--- src/rtl/retire_commit.sv ---
// In-order retirement: aRAT update, free-list return, flush restore sequencing.
// Optional COMMIT_PERF_CNT_EN adds saturating retire/flush counters.
module retire_commit #(
  parameter int PREG_W   = 5,
  parameter int FL_DEPTH = 64
) (
  input  logic                  clk,
  input  logic                  resetn,
  input  logic [3:0]            cm_valid,
  output logic                  cm_ready,
  input  logic [3:0]            cm_wen,
  input  logic [3:0]            cm_flush,
  input  logic [4:0]            cm_adst0,
  input  logic [4:0]            cm_adst1,
  input  logic [4:0]            cm_adst2,
  input  logic [4:0]            cm_adst3,
  input  logic [PREG_W-1:0]     cm_pdst0,
  input  logic [PREG_W-1:0]     cm_pdst1,
  input  logic [PREG_W-1:0]     cm_pdst2,
  input  logic [PREG_W-1:0]     cm_pdst3,
  input  logic [PREG_W-1:0]     cm_opdst0,
  input  logic [PREG_W-1:0]     cm_opdst1,
  input  logic [PREG_W-1:0]     cm_opdst2,
  input  logic [PREG_W-1:0]     cm_opdst3,
  input  logic [6:0]            fl_count,
  output logic [PREG_W-1:0]     fl_data0,
  output logic [PREG_W-1:0]     fl_data1,
  output logic [PREG_W-1:0]     fl_data2,
  output logic [PREG_W-1:0]     fl_data3,
  output logic [2:0]            fl_wen,
  output logic                  restore_en,
  output logic [32*PREG_W-1:0]  aRAT_value,
  output logic                  flush_req,
  input  logic                  flush_ack,
  output logic [31:0]           perf_retired,
  output logic [31:0]           perf_flushes
);

  typedef enum logic [1:0] {
    S_RUN,
    S_RESTORE,
    S_WAIT
  } state_t;

  state_t state;

  logic [4:0]        adst  [4];
  logic [PREG_W-1:0] pdst  [4];
  logic [PREG_W-1:0] opdst [4];
  logic [PREG_W-1:0] arat  [32];
  logic [PREG_W-1:0] fdat  [4];
  logic [PREG_W-1:0] fq    [4];

  logic [3:0] eff;
  logic [3:0] wr;
  logic       blk;
  logic       any_flush;
  logic       accept;
  logic [2:0] nfree;
  logic [2:0] neff;

  assign adst[0]  = cm_adst0;
  assign adst[1]  = cm_adst1;
  assign adst[2]  = cm_adst2;
  assign adst[3]  = cm_adst3;
  assign pdst[0]  = cm_pdst0;
  assign pdst[1]  = cm_pdst1;
  assign pdst[2]  = cm_pdst2;
  assign pdst[3]  = cm_pdst3;
  assign opdst[0] = cm_opdst0;
  assign opdst[1] = cm_opdst1;
  assign opdst[2] = cm_opdst2;
  assign opdst[3] = cm_opdst3;

  assign cm_ready = resetn
                  & (state == S_RUN)
                  & ({1'b0, fl_count} <= 8'(FL_DEPTH - 4));
  assign accept   = cm_ready & cm_valid[0];

  // Slots above the first flushing slot are squashed.
  always_comb begin
    blk   = 1'b0;
    eff   = '0;
    wr    = '0;
    nfree = '0;
    neff  = '0;
    for (int k = 0; k < 4; k++) begin
      fdat[k] = '0;
    end
    for (int k = 0; k < 4; k++) begin
      eff[k] = cm_valid[k] & ~blk;
      blk    = blk | (cm_valid[k] & cm_flush[k]);
      wr[k]  = eff[k] & cm_wen[k] & (adst[k] != 5'd0);
      neff   = neff + {2'b0, eff[k]};
      if (wr[k]) begin
        fdat[nfree[1:0]] = opdst[k];
        nfree            = nfree + 3'd1;
      end
    end
  end

  assign any_flush = |(eff & cm_flush);

  // Later slots override earlier ones: intra-group WAW.
  always_ff @(posedge clk or negedge resetn) begin
    if (!resetn) begin
      for (int i = 0; i < 32; i++) begin
        arat[i] <= '0;
      end
    end else if (accept) begin
      for (int k = 0; k < 4; k++) begin
        if (wr[k]) begin
          arat[adst[k]] <= pdst[k];
        end
      end
    end
  end

  for (genvar i = 0; i < 32; i++) begin : g_pack
    assign aRAT_value[(32-i)*PREG_W-1 -: PREG_W] = arat[i];
  end

  always_ff @(posedge clk or negedge resetn) begin
    if (!resetn) begin
      state      <= S_RUN;
      restore_en <= 1'b0;
      flush_req  <= 1'b0;
      fl_wen     <= '0;
      for (int k = 0; k < 4; k++) begin
        fq[k] <= '0;
      end
    end else begin
      restore_en <= 1'b0;
      fl_wen     <= accept ? nfree : 3'd0;
      for (int k = 0; k < 4; k++) begin
        fq[k] <= accept ? fdat[k] : '0;
      end
      unique case (state)
        S_RUN: begin
          if (accept && any_flush) begin
            state      <= S_RESTORE;
            restore_en <= 1'b1;
            flush_req  <= 1'b1;
          end
        end
        S_RESTORE: begin
          state <= S_WAIT;
        end
        S_WAIT: begin
          if (flush_ack) begin
            state     <= S_RUN;
            flush_req <= 1'b0;
          end
        end
        default: begin
          state     <= S_RUN;
          flush_req <= 1'b0;
        end
      endcase
    end
  end

  assign fl_data0 = fq[0];
  assign fl_data1 = fq[1];
  assign fl_data2 = fq[2];
  assign fl_data3 = fq[3];

`ifdef COMMIT_PERF_CNT_EN
  logic [32:0] ret_sum;
  assign ret_sum = {1'b0, perf_retired} + {30'b0, neff};

  always_ff @(posedge clk or negedge resetn) begin
    if (!resetn) begin
      perf_retired <= '0;
      perf_flushes <= '0;
    end else begin
      if (accept) begin
        perf_retired <= ret_sum[32] ? 32'hFFFF_FFFF : ret_sum[31:0];
      end
      if (accept && any_flush && (perf_flushes != 32'hFFFF_FFFF)) begin
        perf_flushes <= perf_flushes + 32'd1;
      end
    end
  end
`else
  logic unused_perf;
  assign unused_perf  = ^neff;
  assign perf_retired = '0;
  assign perf_flushes = '0;
`endif

endmodule
--- config.mk ---
export PLATFORM = sky130hd
export DESIGN_NAME = retire_commit
export DESIGN_NICKNAME = d
export VERILOG_FILES = /design/src/rtl/retire_commit.sv
export SDC_FILE = /design/constraint.sdc
export NUM_CORES = 1
export LEC_CHECK = 0
export ABC_AREA = 0
export BUFFER_PORTS_ARGS = -buffer_cell sky130_fd_sc_hd__clkbuf_2
export CELL_PAD_IN_SITES_DETAIL_PLACEMENT = 1
export CELL_PAD_IN_SITES_GLOBAL_PLACEMENT = 1
export CORE_MARGIN = 2
export CORE_UTILIZATION = 41
export CTS_BUF_LIST = sky130_fd_sc_hd__clkbuf_4
export DETAILED_ROUTE_END_ITERATION = 10
export PLACE_DENSITY = 0.89
export SYNTH_ARGS = -nofsm -noshare
export SYNTH_HDL_FRONTEND = slang
export SYNTH_SLANG_ARGS = --single-unit
--- constraint.sdc ---
create_clock -name clk -period 3.25 [get_ports clk]
set_input_delay 0.4875 -clock clk [delete_from_list [all_inputs] [get_ports clk]]
set_output_delay 0.4875 -clock clk [all_outputs]
set_load 0.03 [all_outputs]
==> flow_summary.json, run 1 <==
{
  "fin_crit_sh_pct": 82.8,
  "p_clk_share_pct": 13.4,
  "power_switching_mw": 4.63,
  "tightest_slew_ns": 1.29,
  "yosysSeqAreaShare_pct": 32.0,
  "worstPathArrival_ns": 3.24,
  "combPwrFrac_pct": 47.7,
  "ys.flop_type": "dfrtp_1",
  "grt_max_degree": 140,
  "coreArea_mm2": 0.0354,
  "p_leak_nw": 7.00,
  "postRouteAntennaNets": 0,
  "yosys_warnings": 0,
  "drc": 0,
  "clk_latency_ns": 0.67,
  "synth_common_cells": "nand2_1 (256), dfrtp_1 (187), nor2_1 (183)",
  "power_mw": 9.27,
  "clkTransAtPathRegs_ns": 0.18,
  "grt.overflow.total": 0,
  "cap_violations": 0,
  "avgSynthCellArea_um2": 7.71,
  "htree_levels": 4,
  "cp_slowest_stage_delay_ns": 0.47,
  "syn_area_mm2": 0.0146,
  "fin_cells": 2560,
  "die_y_um": 193,
  "status": "finished clean",
  "place_inst": 2524,
  "viasPerCell": 6.81,
  "crit_slowest_cell": "dfrtp_1",
  "antenna_found_initial": 4,
  "cts.sinks": 187,
  "cp.required_ns": 3.80,
  "yosysMostFrequentCell": "nand2_1",
  "cts_resized": 0,
  "cts_root_buffer": "clkbuf_4",
  "wl_per_cell_um": 28.1,
  "area_delta_synth_final_pct": 12.4,
  "fin_skew_ns": 0.0301,
  "critPathLaunchType": "register",
  "die-area_mm2": 0.0372,
  "final_layout_size_suffix_gt1_share_pct": 19.7,
  "p_int_mw": 4.64,
  "crit_chain": "nor4b_1, o21a_1, nand2_4, buf_4, a221oi_1, a21oi_1",
  "start_util_pct": 41.4,
  "cts_hold_buf": 0,
  "grt.total_usage_pct": 37.9,
  "cts_tree": "yes",
  "grt_pass1_wl_um": 106000,
  "setup_tns_ns": 0,
  "grt_pass1_vias": 17600,
  "num_rows": 69,
  "max-vdd-ir-drop_uv": 401,
  "synth_area_leader_cell": "dfrtp_1",
  "clockBufferDepth": 2,
  "crit_type": "reg2reg",
  "hold_viol": 0,
  "first_pass_iters": 7,
  "worst_hold_path_type": "in2async",
  "path_max_fanout": 44,
  "postCtsSetupBuffers": 0,
  "synth_area_leaders": "dfrtp_1 (32%), mux2i_1 (10%), nand2_1 (6.6%), o21ai_0 (4.9%), nor2_1 (4.7%)",
  "fin_nets": 2167,
  "synth_top_area_share_pct": 32.0,
  "io_pins": 332,
  "cts_buffers": 17,
  "synth_cell_type_count": 69,
  "portBuffers": 267,
  "worstSetupEndpointType": "register",
  "rsz0062_at_grt": "false",
  "die_w_um": 193,
  "finalSetupViolCount": 0,
  "post-route-min-period_ns": 2.69,
  "seq_power_share_pct": 38.9,
  "drtIter0Drc": 2126,
  "synth_edf_count": 0,
  "syn_inst": 1899,
  "slew_viol_final": 0,
  "whs_ns": 0.0123,
  "fmax_mhz": 372,
  "p_per_area_mw_per_mm2": 563,
  "dpl.hpwl_um": 49600,
  "via_count": 17400,
  "ys_async_sr_fraction_pct": 100,
  "gp_congestion": 0.957,
  "final_util_pct": 46.5,
  "switching_share_pct": 50.0,
  "slew_headroom_pct": 14.3,
  "ys_ff_latch": 187,
  "routed_wl_um": 72000
}
-- cells by family after synthesis --
family,synth area share [%]
simple gates,22.5
compound gates,26.8
buf+inv,8.45
flops,32.0
mux,9.98
fa+ha+maj,0.256
xor+xnor,0.120
other cells,0.0256
-- worst max-delay path: cells and delay by family, from the launching register on --
family	cells	cell delay (ns)
flip-flops	1	0.47
AO/OA/AOI/OAI	3	0.89
AND/OR/NAND/NOR	2	0.75
buffers and inverters	1	0.44
-- path summary, 6_finish.rpt --
kind                            startpoint         endpoint  slack (ns)  depth (start not counted)
max in group asynchronous           resetn   aRAT_value[66]        1.83                          3
setup / recovery                  state[1]    aRAT_value[1]        0.56                          6
setup reg to reg                  state[1]    aRAT_value[1]        0.56                          6
hold / removal                      resetn   aRAT_value[90]        0.01                          2
hold reg to reg            aRAT_value[158]  aRAT_value[158]        0.39                          0
min in group clk                 flush_ack         state[1]        0.07                          3
-- flip-flops by register name, indices dropped and copies added, names as in the netlist --
| signal | count |
|---|---|
| aRAT_value | 160 |
| fl_data0 | 5 |
| fl_data1 | 5 |
| fl_data2 | 5 |
| fl_data3 | 5 |
| fl_wen | 3 |
| state | 2 |
| flush_req | 1 |
| restore_en | 1 |
-- cells in the final DEF (no fill, tap or decap), drive strengths merged, types with 6 or more instances in the layout --
master   instances
a211o           23
nor3b            9
clkbuf         287
a2111oi          9
conb            64
a22o             6
and3            17
a221oi          15
o22ai           60
nor3            16
nand4           35
o21ai          199
buf             77
clkinv           7
mux2i          146
inv              6
a22oi           16
and4            11
o211ai          48
a41oi           15
nor2           193
a21oi           92
a31oi           40
and3b            6
nand2          257
nand3          107
dfrtp          187
a211oi          73
and2            13
-- power by group through the flow --
stage	clock, mW	combinational, mW	sequential, mW
2_1_floorplan	0	1.87	4.56
3_3_place_gp	0	4.22	3.59
3_5_place_dp	0	4.37	3.62
4_1_cts	1.23	4.39	3.57
5_1_grt	1.32	4.74	3.65
6_report	1.25	4.42	3.60
-- per-layer routing --
layer	GRT usage, %	vias up	share of wire [%]
li1	-	7239	-
met1	47.1	8461	37
met2	57.2	1379	43
met3	9.57	349	13
met4	27.3	2	7.2
met5	0	-	0.022
-- stage by stage --
step,setup slack (ns),cell area (um2)
global route,0.413,16500
floorplan,0.365,14900
finish,0.560,16500
CTS,0.573,16500
detailed placement,0.273,16200
global placement,0.445,16200
-- cell type report --
| class | instances | area, um2 |
|---|---|---|
| flip-flops and latches | 187 | 4680 |
| fillers | 4504 | 18900 |
| repair buffers | 344 | 1970 |
| inverters | 6 | 22.5 |
| multi-input cells | 1526 | 8970 |
| clock buffers | 20 | 150 |
| diodes | 4 | 10.0 |
| clock inverters | 12 | 77.6 |
| well taps | 461 | 577 |
Note: power is estimated with default switching activity, not from simulation.
==> inputs of run 2 (changes only) <==
==> config.mk (replaced) <==
export PLATFORM = sky130hd
export DESIGN_NAME = retire_commit
export DESIGN_NICKNAME = d
export VERILOG_FILES = /design/src/rtl/retire_commit.sv
export SDC_FILE = /design/constraint.sdc
export NUM_CORES = 1
export LEC_CHECK = 0
export ABC_AREA = 1
export BUFFER_PORTS_ARGS = -buffer_cell sky130_fd_sc_hd__clkbuf_2
export CELL_PAD_IN_SITES_DETAIL_PLACEMENT = 1
export CELL_PAD_IN_SITES_GLOBAL_PLACEMENT = 1
export CORE_MARGIN = 2
export CORE_UTILIZATION = 35
export CTS_BUF_LIST = sky130_fd_sc_hd__clkbuf_4
export DETAILED_ROUTE_END_ITERATION = 10
export PLACE_DENSITY = 0.85
export SYNTH_ARGS = -nofsm -noshare
export SYNTH_HDL_FRONTEND = slang
export SYNTH_SLANG_ARGS = --single-unit
==> constraint.sdc (replaced) <==
create_clock -name clk -period 2.35 [get_ports clk]
set_input_delay 0.3525 -clock clk [delete_from_list [all_inputs] [get_ports clk]]
set_output_delay 0.3525 -clock clk [all_outputs]
set_load 0.03 [all_outputs]
==> run 2 against run 1 <==
Compared with the run above: the flow now finishes with violations (negative setup slack); sequential share of layout area down 4.8 points; hold slack improved by 0.11 ns; maximum frequency increased by 13%; register-to-register slack lost 0.58 ns.
==> flow_summary.json, run 2 <==
{
  "status": "finished with violations",
  "failed_checks": "negative setup slack",
  "p_per_area_mw_per_mm2": 685,
  "portBuffers": 267,
  "crit_type": "reg2reg",
  "clk_latency_ns": 0.81,
  "start_util_pct": 35.6,
  "dpl.hpwl_um": 56300,
  "gp_congestion": 0.964,
  "max-vdd-ir-drop_uv": 336,
  "fin_area_mm2": 0.0198,
  "yosysSeqAreaShare_pct": 28.9,
  "postRouteAntennaNets": 0,
  "final_common_cell": "nand2_1",
  "fin_nets": 3274,
  "finalSetupViolCount": 1,
  "post-route-min-period_ns": 2.37,
  "placed_area_mm2": 0.0189,
  "synth_top_family_by_area": "simple AND/OR/NAND/NOR gates",
  "critPathLaunchType": "register",
  "synth_adder_area_share_pct": 0.232,
  "power_switching_mw": 6.75,
  "synth_area_leaders": "dfrtp_1 (29%), nand2_1 (28%), nand3_1 (11%), nor2_1 (7.4%), inv_1 (4.7%)",
  "grt.overflow.total": 0,
  "cp_slowest_stage_delay_ns": 0.65,
  "antenna_found_initial": 4,
  "synth_xor_area_share_pct": 0,
  "place_inst": 3724,
  "synthMuxAreaShare_pct": 0,
  "synth_cell_type_count": 34,
  "worstSetupEndpointType": "register",
  "coreArea_mm2": 0.0456,
  "drtIter0Drc": 2065,
  "area_delta_synth_final_pct": 22.2,
  "switching_share_pct": 49.7,
  "synth_area_leader_cell": "dfrtp_1",
  "io_pins": 332,
  "die-area_mm2": 0.0480,
  "p_int_mw": 6.83,
  "setup_tns_ns": -0.0214,
  "grt_max_degree": 143,
  "synth_edf_count": 0,
  "cts_tree": "yes",
  "fin_cells": 3807,
  "yosys_warnings": 0,
  "clockBufferDepth": 2,
  "fin_crit_sh_pct": 101,
  "synth-compound-area-share_pct": 9.63,
  "grt_pass1_wl_um": 122000,
  "path_max_fanout": 19,
  "grt_pass1_vias": 20400,
  "cp.required_ns": 3.10,
  "p_leak_nw": 11.6,
  "synth-simple-area-share_pct": 50.2,
  "fin_skew_ns": 0.0320,
  "rrSetupSlack_ns": -0.02,
  "crit_chain": "nor2_2, and3b_1, nand2_1, nor2_4, buf_12, o21ai_0, a31oi_2, dlygate4sd3_1",
  "fmax_mhz": 422,
  "routed_wl_um": 81600,
  "drc": 0,
  "slew_headroom_pct": 33.3,
  "cts.sinks": 187,
  "final_layout_size_suffix_gt1_share_pct": 16.0,
  "die_y_um": 219,
  "ys.flop_type": "dfrtp_1",
  "ys_async_sr_fraction_pct": 100,
  "num_rows": 78,
  "cts_root_buffer": "clkbuf_4",
  "ys_ff_latch": 187,
  "final_util_pct": 43.5,
  "die_w_um": 219,
  "cts_buffers": 17,
  "whs_ns": 0.127,
  "viasPerCell": 5.47,
  "tightest_slew_ns": 1.00,
  "syn_inst": 2827,
  "combPwrFrac_pct": 48.2,
  "power_mw": 13.6,
  "first_pass_iters": 6,
  "p_clk_share_pct": 16.7,
  "hold_viol": 0,
  "seq_power_share_pct": 35.1,
  "via_count": 20800,
  "worst_hold_path_type": "in2reg",
  "avgSynthCellArea_um2": 5.73,
  "htree_levels": 4,
  "grt.total_usage_pct": 33.6,
  "synth_common_cells": "nand2_1 (1,208), nand3_1 (353), nor2_1 (319)",
  "clkTransAtPathRegs_ns": 0.19,
  "yosysMostFrequentCell": "nand2_1",
  "syn_area_mm2": 0.0162,
  "slew_viol_final": 0,
  "crit_slowest_cell": "dlygate4sd3_1",
  "largest_register_ffs": 160,
  "worstPathArrival_ns": 3.13,
  "post-place-ws_ns": -0.0411,
  "synth_top_area_share_pct": 28.9,
  "cap_violations": 0,
  "final_cell_mix": "nand2_1 (1,205), nand3_1 (353), nor2_1 (315), clkbuf_2 (265), inv_1 (203)",
  "wl_per_cell_um": 21.4,
  "setup_ws_ns": -0.0214
}
run 2: changes by cell type after synthesis, moves of 73 or more:
cell      before   now
nand2_1      256  1208
nand3_1      107   353
inv_1          6   204
mux2i_1      146     0
nor2_1       183   319
a211oi_1      73     0
run 2: per-layer routing:
| metal | GRT usage [%] | share of wire, % |
|---|---|---|
| met3 | 7.33 | 9.0 |
| met5 | 0 | 0.016 |
| met2 | 52.5 | 44 |
| met1 | 42.6 | 40 |
| met4 | 19.7 | 6.3 |
run 2: cell type report:
class / count / area (um2)
fillers: 6400 / 25800
multi-input cells: 2300 / 10000
flip-flops and latches: 187 / 4680
repair buffers: 465 / 3180
inverters: 218 / 826
well taps: 600 / 751
clock inverters: 15 / 214
clock buffers: 17 / 128
diodes: 5 / 12.5
run 2: final timing paths:
| path | from | endpoint | cells past startpoint |
|---|---|---|---|
| min in group asynchronous | resetn | fl_data2[0] | 3 |
| worst max-delay path | state[0] | fl_data1[0] | 8 |
| worst min-delay path | cm_pdst2[3] | aRAT_value[138] | 6 |
| max in group asynchronous | resetn | aRAT_value[43] | 3 |
| worst max register to register | state[0] | fl_data1[0] | 8 |
| worst min register to register | aRAT_value[155] | aRAT_value[155] | 0 |
run 2: cells by family (layout without fill, tap and decap cells):
family          after synthesis  count (layout)
buf+inv                     403             715
compound gates              299             299
other cells                   1              69
flops                       187             187
simple gates               1934            1934
fa+ha+maj                     3               3
run 2: power groups by stage:
stage	logic (mW)	clock network, mW	registers [mW]
2_1_floorplan	2.83	0	6.08
3_3_place_gp	6.23	0	4.79
3_5_place_dp	6.38	0	4.82
4_1_cts	6.47	2.37	4.76
5_1_grt	7.16	2.45	4.87
6_report	6.54	2.27	4.76
run 2: timing repair:
item,in CTS,in global routing
hold endpoints to repair,231,0
setup endpoints to repair,0,6
gates resized for setup,0,13
hold buffers,43,0
setup buffers,0,2
run 2: critical path: cells and delay by family (launching register included):
family | cells | cell delay, ns
buf+inv | 2 | 0.84
simple gates | 4 | 0.60
compound gates | 2 | 0.46
flops | 1 | 0.43
==> inputs of run 3 (changes only) <==
--- a/config.mk
+++ b/config.mk
@@ -7,13 +7,15 @@
 export LEC_CHECK = 0
 export ABC_AREA = 1
 export BUFFER_PORTS_ARGS = -buffer_cell sky130_fd_sc_hd__clkbuf_2
+export CAP_MARGIN = 0
 export CELL_PAD_IN_SITES_DETAIL_PLACEMENT = 1
 export CELL_PAD_IN_SITES_GLOBAL_PLACEMENT = 1
 export CORE_MARGIN = 2
 export CORE_UTILIZATION = 35
-export CTS_BUF_LIST = sky130_fd_sc_hd__clkbuf_4
+export CTS_BUF_LIST = sky130_fd_sc_hd__clkbuf_2
 export DETAILED_ROUTE_END_ITERATION = 10
 export PLACE_DENSITY = 0.85
+export SKIP_CTS_REPAIR_TIMING = 1
 export SYNTH_ARGS = -nofsm -noshare
 export SYNTH_HDL_FRONTEND = slang
 export SYNTH_SLANG_ARGS = --single-unit
==> run 3 against run 2 <==
Compared with the run above: the flow finishes with violations (negative hold slack, negative setup slack); global-route usage shrank 1.1 points; design area is 4.5% higher; maximum frequency down 11%; sequential power about the same; core utilization up 2.0 points; sequential share of layout area down 0.96 points; die area unchanged; final cell count rose by 2.6%; hold slack worse by 0.29 ns; routed wire length up 5.9%; critical path type is now in2reg; critical endpoint is now fl_data2[1].
==> flow_summary.json, run 3 (synthesis results as in run 2) <==
{
  "status": "finished with violations",
  "failed_checks": "negative hold slack, negative setup slack",
  "seq_power_share_pct": 34.7,
  "cts_root_buffer": "clkbuf_2",
  "path_max_fanout": 8,
  "max-vdd-ir-drop_uv": 390,
  "post-place-ws_ns": -0.0411,
  "clk_latency_ns": 1.20,
  "whs_ns": -0.164,
  "fin_crit_sh_pct": 113,
  "drc": 0,
  "htree_levels": 4,
  "post-route-min-period_ns": 2.66,
  "p_per_area_mw_per_mm2": 666,
  "crit_type": "in2reg",
  "die_y_um": 219,
  "start_util_pct": 35.6,
  "first_pass_iters": 7,
  "num_rows": 78,
  "p_int_mw": 6.86,
  "clockBufferDepth": 2,
  "worst_hold_path_type": "in2async",
  "crit_buf_inv": 6,
  "via_count": 21700,
  "fin_cells": 3905,
  "viasPerCell": 5.57,
  "p_leak_nw": 12.0,
  "finalSetupViolCount": 7,
  "final_util_pct": 45.4,
  "rr_worst_depth": 8,
  "io_pins": 332,
  "cap_violations": 0,
  "worstReg2RegStart": "state[1]",
  "cp_slowest_stage_delay_ns": 0.61,
  "final_cell_mix": "nand2_1 (1,207), nand3_1 (353), nor2_1 (316), clkbuf_2 (274), inv_1 (202)",
  "dr.max_layer_used": "met5",
  "fin_nets": 3369,
  "cp.required_ns": 3.53,
  "rrSetupSlack_ns": 0.05,
  "worstSetupEndpointType": "register",
  "dr_wl_met3_um": 8350,
  "crit_chain": "clkbuf_2, dlygate4sd3_1, nand2_1, inv_1, nand2_1, nor2_8, nor2_1, nor2_4, ha_1, nand2_1, inv_1, nand2_1, dlygate4sd3_1, a21oi_1, dlygate4sd3_1",
  "routed_wl_um": 86400,
  "tightest_slew_ns": 0.940,
  "wl_met2_um": 38500,
  "portBuffers": 267,
  "setup_ws_ns": -0.308,
  "critPathTopFamily": "buffers and inverters",
  "met1_length_um": 33600,
  "grt_pass1_wl_um": 118000,
  "slew_headroom_pct": 37.3,
  "drtIter0Drc": 2147,
  "combPwrFrac_pct": 49.4,
  "grt.overflow.total": 0,
  "cts_tree": "yes",
  "final_common_cell": "nand2_1",
  "die_w_um": 219,
  "antenna_found_initial": 6,
  "grt_pass1_vias": 19800,
  "wl_per_cell_um": 22.1,
  "postRouteAntennaNets": 0,
  "critPathLaunchType": "input port",
  "power_switching_mw": 6.92,
  "die-area_mm2": 0.0480,
  "rsz0062_at_grt": "true",
  "final_layout_size_suffix_gt1_share_pct": 16.0,
  "crit_slowest_cell": "dlygate4sd3_1",
  "crit_top_cell": "nand2_1",
  "dpl.hpwl_um": 56300,
  "area_delta_synth_final_pct": 27.7,
  "rr_endpoint": "fl_data2[1]",
  "cts.sinks": 187,
  "cts_buffers": 17,
  "hold_viol": 80,
  "clkTransAtPathRegs_ns": 0.39,
  "slew_viol_final": 0,
  "fmax_mhz": 376,
  "grt.total_usage_pct": 32.5,
  "fin_skew_ns": 0.0711,
  "switching_share_pct": 50.2,
  "gp_congestion": 0.964,
  "place_inst": 3724,
  "grt_max_degree": 143,
  "largest_register_ffs": 160,
  "coreArea_mm2": 0.0456,
  "worstPathArrival_ns": 3.84,
  "p_clk_share_pct": 15.9
}
## run 3: cell count changes in the layout (fill, tap and decap cells not counted), sizes merged
cell,previous run,this run
buf,154,168
dlygate4sd3,43,132
clkbuf,285,277
diode,5,8
## run 3: routing by layer
layer  vias to the layer above  global-route usage (%)
li1                       9739                       -
met1                     10300                    41.4
met2                      1261                    50.9
met3                       411                    7.47
met4                         2                    18.1
met5                         -                       0
## run 3: how the worst max path moves through the flow
| stage | startpoint | end | cells past startpoint |
|---|---|---|---|
| finish | cm_valid[2] | fl_data2[1] | 15 |
| global route | state[1] | cm_ready | 5 |
| CTS | state[0] | cm_ready | 5 |
| detailed placement | cm_valid[0] | fl_data1[4] | 13 |
| global placement | cm_adst1[0] | fl_data1[4] | 13 |
| floorplan | cm_adst1[2] | fl_data1[0] | 12 |
## run 3: worst register-to-register path: cells and delay by family, from the launching register on
family,cells,cell delay (ns)
simple gates,4,0.66
compound gates,1,0.26
buf+inv,3,0.94
flops,1,0.48
## run 3: area by class of cell
class,instances,area (um2)
fill,6340,24900
multi-input combinational,2300,9980
sequential,187,4690
timing repair buffer,560,4120
inverter,218,826
tap,600,751
clock inverter,15,214
clock buffer,17,85.1
antenna,8,20.0
## run 3: through the flow
stage	total power, mW	TNS, ns	hold WS, ns	instance area [um2]
finish	13.8	-1.10	-0.164	20700
global route	14.7	-1.56	-0.103	20700
CTS	13.4	-0.680	-0.794	19200
detailed placement	11.2	-0.0411	0.367	18900
global placement	11.0	0	0.367	18900
floorplan	8.91	0	0.0569	16400
## run 3: power groups by stage
stage          sequential, mW  clock (mW)  combinational (mW)
6_report                 4.78        2.19                6.81
5_1_grt                  4.89        2.35                7.42
4_1_cts                  4.76        2.22                6.41
3_5_place_dp             4.82           0                6.38
3_3_place_gp             4.79           0                6.23
2_1_floorplan            6.08           0                2.83
